## src/rtl/serdes_pkg.sv

```systemverilog
// serdes_pkg: definitions shared by both ends of the serial link (s2p / p2s).
//   SER_LSB_FIRST / SER_MSB_FIRST : bit-order selectors for the LSB_FIRST parameter
//   ser_cw()                      : width of a bit counter that covers one word
package serdes_pkg;

  localparam bit SER_LSB_FIRST = 1'b1;
  localparam bit SER_MSB_FIRST = 1'b0;

  // Counter width for a DWIDTH-bit word. The floor of 1 keeps port widths
  // legal even for a degenerate width; that width is rejected elsewhere.
  function automatic int ser_cw(input int dwidth);
    return (dwidth < 2) ? 1 : $clog2(dwidth);
  endfunction

endpackage

```

## src/rtl/s2p_out_reg.sv

```systemverilog
// s2p_out_reg: one-entry output holding register with a valid/ready handshake.
// Ports:
//   clk, rstn        clock (rising edge), asynchronous active-low reset
//   load             a completed word is offered this cycle
//   word             the completed word
//   ready            the consumer accepts dout this cycle when dout_valid is high
//   dout, dout_valid the held word and its valid flag (registered)
//   overflow         one-cycle pulse: an offered word was dropped
module s2p_out_reg import serdes_pkg::*; #(
  parameter int DWIDTH = 4
) (
  input  logic              clk,
  input  logic              rstn,
  input  logic              load,
  input  logic [DWIDTH-1:0] word,
  input  logic              ready,
  output logic [DWIDTH-1:0] dout,
  output logic              dout_valid,
  output logic              overflow
);

  logic [DWIDTH-1:0] dout_q, dout_d;
  logic              valid_q, valid_d;
  logic              overflow_q, overflow_d;
  logic              accept_s;

  // Next-state of the holding register: a new word may replace an accepted one
  // in the same cycle, so back-to-back words see no bubble.
  always_comb begin
    accept_s   = valid_q & ready;
    dout_d     = dout_q;
    valid_d    = valid_q;
    overflow_d = 1'b0;
    if (load && (!valid_q || accept_s)) begin
      dout_d  = word;
      valid_d = 1'b1;
    end else if (load) begin
      // Held word is still unconsumed: keep it, drop the new one.
      overflow_d = 1'b1;
    end else if (accept_s) begin
      valid_d = 1'b0;
    end else begin
      valid_d = valid_q;
    end
  end

  // State registers.
  always_ff @(posedge clk or negedge rstn) begin
    if (!rstn) begin
      dout_q     <= {DWIDTH{1'b0}};
      valid_q    <= 1'b0;
      overflow_q <= 1'b0;
    end else begin
      dout_q     <= dout_d;
      valid_q    <= valid_d;
      overflow_q <= overflow_d;
    end
  end

  assign dout       = dout_q;
  assign dout_valid = valid_q;
  assign overflow   = overflow_q;

endmodule

```

## src/rtl/s2p_deser.sv

```systemverilog
// s2p_deser: serial-to-parallel deserializer, receive side of the serial link.
// Collects DWIDTH bits qualified by din_valid; sof restarts word alignment.
// Ports:
//   clk, rstn            clock (rising edge), asynchronous active-low reset
//   din, din_valid       serial bit and its qualifier (gaps allowed)
//   sof                  with din_valid: this bit is bit 0 of a new word
//   dout, dout_valid     parallel word and valid flag
//   dout_ready           consumer accepts dout this cycle
//   bit_cnt              bits collected in the current partial word
//   overflow             one-cycle pulse: a completed word was dropped
//   align_err            one-cycle pulse: sof discarded a non-empty partial word
module s2p_deser import serdes_pkg::*; #(
  parameter int DWIDTH    = 4,
  parameter bit LSB_FIRST = SER_LSB_FIRST,
  localparam int CW       = ser_cw(DWIDTH)
) (
  input  logic              clk,
  input  logic              rstn,
  input  logic              din,
  input  logic              din_valid,
  input  logic              sof,
  output logic [DWIDTH-1:0] dout,
  output logic              dout_valid,
  input  logic              dout_ready,
  output logic [CW-1:0]     bit_cnt,
  output logic              overflow,
  output logic              align_err
);

  generate
    if (DWIDTH < 2) begin : g_bad_dwidth
      $error("s2p_deser: DWIDTH must be >= 2");
    end
  endgenerate

  logic [DWIDTH-1:0] shift_q, shift_d;
  logic [CW-1:0]     bit_cnt_q, bit_cnt_d;
  logic [CW-1:0]     cnt_eff_s;
  logic              align_err_q, align_err_d;
  logic              completed_s;

  // Shift register and bit counter. sof forces the count to zero before the
  // bit is taken; stale shift bits need no clearing because a full word
  // overwrites every position before it is used.
  always_comb begin
    shift_d     = shift_q;
    bit_cnt_d   = bit_cnt_q;
    align_err_d = 1'b0;
    completed_s = 1'b0;
    cnt_eff_s   = sof ? {CW{1'b0}} : bit_cnt_q;
    if (din_valid) begin
      if (LSB_FIRST == SER_LSB_FIRST) begin
        shift_d = {din, shift_q[DWIDTH-1:1]};
      end else begin
        shift_d = {shift_q[DWIDTH-2:0], din};
      end
      align_err_d = sof & (bit_cnt_q != {CW{1'b0}});
      if (cnt_eff_s == CW'(DWIDTH-1)) begin
        completed_s = 1'b1;
        bit_cnt_d   = {CW{1'b0}};
      end else begin
        bit_cnt_d   = cnt_eff_s + CW'(1'b1);
      end
    end else begin
      shift_d   = shift_q;
      bit_cnt_d = bit_cnt_q;
    end
  end

  // State registers.
  always_ff @(posedge clk or negedge rstn) begin
    if (!rstn) begin
      shift_q     <= {DWIDTH{1'b0}};
      bit_cnt_q   <= {CW{1'b0}};
      align_err_q <= 1'b0;
    end else begin
      shift_q     <= shift_d;
      bit_cnt_q   <= bit_cnt_d;
      align_err_q <= align_err_d;
    end
  end

  // The completed word includes the bit sampled this cycle, so it is taken
  // from shift_d rather than shift_q.
  s2p_out_reg #(
    .DWIDTH(DWIDTH)
  ) u_out_reg (
    .clk       (clk),
    .rstn      (rstn),
    .load      (completed_s),
    .word      (shift_d),
    .ready     (dout_ready),
    .dout      (dout),
    .dout_valid(dout_valid),
    .overflow  (overflow)
  );

  assign bit_cnt   = bit_cnt_q;
  assign align_err = align_err_q;

endmodule

```

## config.mk

```make
export PLATFORM = sky130hd
export DESIGN_NAME = s2p_deser
export DESIGN_NICKNAME = d
export VERILOG_FILES = /design/src/rtl/serdes_pkg.sv /design/src/rtl/s2p_out_reg.sv /design/src/rtl/s2p_deser.sv
export SDC_FILE = /design/constraint.sdc
export NUM_CORES = 1
export LEC_CHECK = 0
export ABC_AREA = 1
export CAP_MARGIN = 20
export CORE_AREA = 4 4 41 43
export DETAILED_ROUTE_END_ITERATION = 10
export DIE_AREA = 0 0 45 47
export GPL_TIMING_DRIVEN = 1
export PLACE_DENSITY = 0.69
export SYNTH_ARGS = -nofsm -noshare
export SYNTH_HDL_FRONTEND = slang
export SYNTH_SLANG_ARGS = --single-unit
```

## constraint.sdc

```tcl
create_clock -name clk -period 3.1 [get_ports clk]
set_input_delay 0.62 -clock clk [delete_from_list [all_inputs] [get_ports clk]]
set_output_delay 0.62 -clock clk [all_outputs]
set_load 0.03 [all_outputs]
```

Yosys cells after proc, flatten, opt, wreduce, memory -nomap -nowiden
Cells that the tools add are included.
Widths: inputs -> output; s select.
{"block": "word_totals", "regBits": 13, "output_inout_bits": 9, "word_cells": 28}
{"block": "op_classes", "n_addsub": 1, "bitwise": 2, "n_mux": 11, "n_reduce_logical": 6, "eq_ne": 2}
{"operator": "$mux 1", "n": 8}
{"operator": "$mux 2", "n": 2}
{"operator": "$mux 4", "n": 1}
{"operator": "$reduce_bool 2->1", "n": 2}
{"operator": "$add 2x1->2 const B", "n": 1}
{"operator": "$and 1x1->1", "n": 2}
{"operator": "$eq 2x2->1 const B", "n": 1}
{"operator": "$ne 2x2->1 const B", "n": 1}
{"operator": "$reduce_and 2->1", "n": 1}
{"operator": "$logic_and 1x1->1", "n": 1}
{"operator": "$logic_not 1->1", "n": 1}
{"operator": "$logic_or 1x1->1", "n": 1}

Longest topological paths before layout
{"block": "logic_depth", "ltp_word": 7, "mapped_depth": 8, "ltp_nobuf": 8}

Cells and area by module
A second synthesis with hierarchy kept.
{"block": "unflattened", "cells_unflattened": 60, "area_unflattened_um2": 545.5}
{"module": "s2p_deser", "cells_per_inst": 36, "n_inst": 1, "seq_area_each_um2": 175.2, "area_per_inst_um2": 317.8}
{"module": "s2p_out_reg", "cells_per_inst": 24, "n_inst": 1, "seq_area_each_um2": 150.1, "area_per_inst_um2": 227.7}

Worst setup path after synthesis
OpenSTA, ideal clock, no wires.
{"block": "synth_timing", "path_kind": "input to register", "start": "input sof", "end": "register u_out_reg.dout_q[0], in the netlist u_out_reg.dout[0]", "t_arrival_ps": 1224, "stages": 7, "required_time_ps": 2983, "slack_ps": 1759, "cell_sequence": "nor2_1 > ha_1 > nand2_4 > inv_2 > nand2_1 > nand2_1 > nand2_1"}
{"block": "synth_between", "elab_chain_cells": 5}
{"element": "from (decl)", "line_no": "s2p_deser.sv:21", "rtl": "input logic sof,"}
{"element": "$mux 2", "line_no": "s2p_deser.sv:50", "rtl": "cnt_eff_s = sof ? {CW{1'b0}} : bit_cnt_q;"}
{"element": "$eq 2x2->1", "line_no": "s2p_deser.sv:58", "rtl": "if (cnt_eff_s == CW'(DWIDTH-1)) begin"}
{"element": "$mux 1", "line_no": "s2p_deser.sv:58"}
{"element": "$mux 1", "line_no": "s2p_deser.sv:51", "rtl": "if (din_valid) begin"}
{"element": "$logic_and 1x1->1", "line_no": "s2p_out_reg.sv:34", "rtl": "if (load && (!valid_q || accept_s)) begin"}
{"element": "to (signal assigned)", "line_no": "s2p_out_reg.sv:50", "rtl": "dout_q <= {DWIDTH{1'b0}};"}
{"element": "to (signal assigned)", "line_no": "s2p_out_reg.sv:54", "rtl": "dout_q <= dout_d;"}
{"element": "to (decl)", "line_no": "s2p_out_reg.sv:22", "rtl": "logic [DWIDTH-1:0] dout_q, dout_d;"}
Every way passes these cells.
A chain may end at the register's enable or synchronous reset.

Worst setup path in the final report
{"block": "layout_timing", "start": "register u_out_reg.valid_q, in the netlist u_out_reg.dout_valid", "end": "output dout_valid"}
{"element": "from (decl)", "line_no": "s2p_out_reg.sv:23", "rtl": "logic valid_q, valid_d;"}
{"element": "from (signal assigned)", "line_no": "s2p_out_reg.sv:55", "rtl": "valid_q <= valid_d;"}
{"element": "to (decl)", "line_no": "s2p_deser.sv:23", "rtl": "output logic dout_valid,"}
No word-level cell between the ends.

==> results.toml <==
[sta]
fmax_ghz = 0.501
period_needed_ps = 2000
max-slew-margin-rel_pct = 60.8
maxSlewViolCount = 0
skew_ps = 6.80
worst_pin_slew_ps = 586
setup_viol = 0
hold_violations = 0
tns_ps = 0
rsz0062_at_grt = "no"
post-route-period-util_pct = 64.4

[grt]
antenna_found_initial = 0
grt_max_degree = 14
grt_pass1_vias = 398
grt_first_pass_wirelength_um = 1610
overflow = 0
grt_usage_pct = 11.2

[route]
viasPerCell = 4.31
first_pass_iters = 2
drcViolationCount = 0
drt_iter0_drc = 1
drt_wl_total_um = 976
drtAntennaViolNets = 0
vias = 388
wl_per_cell_um = 10.8

[worst_hold_path]
hp-class = "flop to flop"
hold_depth = 2

[logic_synthesis]
ys_seq_elements = 13
ys_warn_count = 0
ys_types = 11
synth-seq-area-share_pct = 60.9
yosys.area.top_type_share_pct = 60.9
synthCells = 58
yosys.area.top_type = "dfrtp_1"
synth.avg_cell_area_sq_um = 9.21
synthTopCellsByArea = "dfrtp_1 61%, nand2_1 21%, a21oi_4 3.0%"
syn_nets = 65
netlist_area_sq_um = 534

[floorplan]
die_area_sq_um = 2120
start_util_pct = 41.1
dieWidth_um = 45
rows = 13
pin_count = 15
die_h_um = 47
core_area_sq_um = 1300

[outcome]
status = "complete, no violations"

[cts]
clk_pin_slew_ps = 70
htree_levels = 1
post_cts_buffers = 0
root_buffer = "clkbuf_4"
cts_sinks = 13
cts-resized-gates = 0
clockBufferDepth = 2
ctsHoldBuffers = 0
tritoncts = "yes"
clock_latency_ps = 270
numCtsBuffers = 3

[critical_path]
critical_path_required_ps = 2480
cpLargestDelayFamily = "buffers and inverters"
worst_path_max_delay_cell = "clkdlybuf4s50_1"
start_kind = "flop"
arrival_ps = 1380
critical_path_class = "flop to output port"
crit_cells = 1
cp-end-kind = "output port"
crit_fanout = 3
max_stage_delay_ps = 700
rr_worst_depth = 8
critPathBufInv = 1
rrSetupSlack_ps = 1850
path_cells = "clkdlybuf4s50_1"

[pwr]
ir_drop_v = 0.000365
leakagePower_nw = 0.375
power_density_nw_per_um2 = 622
power_uw = 440

[place]
gp_congestion = 0.682
dp_hpwl_um = 748
io_buffers = 14

[finish]
drive_above_1_share_pct = 9.33
layout.nets = 83
area_growth_pct = 32.6
diodes = 0
num-fill-cells = 131

[job]
max_cap_viol_count = 0
==> cells in the final DEF, fill, tap and decap left out, types with 2 or more instances in the layout <==
cell type / count
clkbuf_4: 3
inv_1: 3
inv_2: 2
nand2_1: 30
dfrtp_1: 13
o21ai_0: 2
nor2_1: 3
clkdlybuf4s50_1: 14
==> metrics by stage <==
step,setup WS [ps],instances,utilization [%],hold slack (ps),area (sq um)
finish,1100,90,54.4,488,708
global route,1040,90,54.4,513,708
CTS,1080,90,54.4,496,708
detailed placement,1180,86,52.4,472,682
global placement,1200,86,52.4,465,682
floorplan,1760,58,-,324,534
==> cell families after synthesis <==
logic type,synth area share (%)
simple gates,25.3
flops,60.9
buf+inv,5.62
compound gates,5.85
fa+ha+maj,2.34
==> per-layer routing <==
metal  routed length [um]  GRT usage, %
met5                    0             0
met4                    0          7.02
met3                   70          3.45
met2                  439          18.4
met1                  466          12.7
==> sequential cells by signal, indices dropped and copies added, names as in the netlist <==
signal,flops
align_err,1
u_out_reg.overflow,1
u_out_reg.dout_valid,1
shift_q,4
u_out_reg.dout,4
bit_cnt,2
==> path summary, 6_finish.rpt <==
path	startpoint	endpoint
worst max-delay path	u_out_reg.dout_valid	dout_valid
worst min-delay path	u_out_reg.dout[2]	u_out_reg.dout[2]
worst max register to register	bit_cnt[0]	u_out_reg.dout[1]
worst min register to register	u_out_reg.dout[2]	u_out_reg.dout[2]
max in group asynchronous	rstn	u_out_reg.dout[0]
min in group asynchronous	rstn	align_err
==> cell usage after synthesis (all sizes together) <==
cell type and number:
a21oi 2, buf 1, dfrtp 13, ha 1, inv 5, nand2 31, nor2 3, o21ai 2
==> power breakdown <==
group	internal [mW]	switching (mW)	total (mW)
clock	0.0498	0.0523	0.102
sequential	0.196	0.0143	0.210
combinational	0.0526	0.0756	0.128
total	0.298	0.142	0.440
==> final cells by class <==
| class | count | area, sq um | area share, % |
|---|---|---|---|
| flip-flops and latches | 13 | 325 | 45.9 |
| well taps | 15 | 18.8 | 2.65 |
| repair buffers | 14 | 140 | 19.8 |
| inverters | 5 | 18.8 | 2.65 |
| clock buffers | 4 | 26.3 | 3.71 |
| multi-input cells | 39 | 179 | 25.3 |
(Power assumes the default switching activity.)
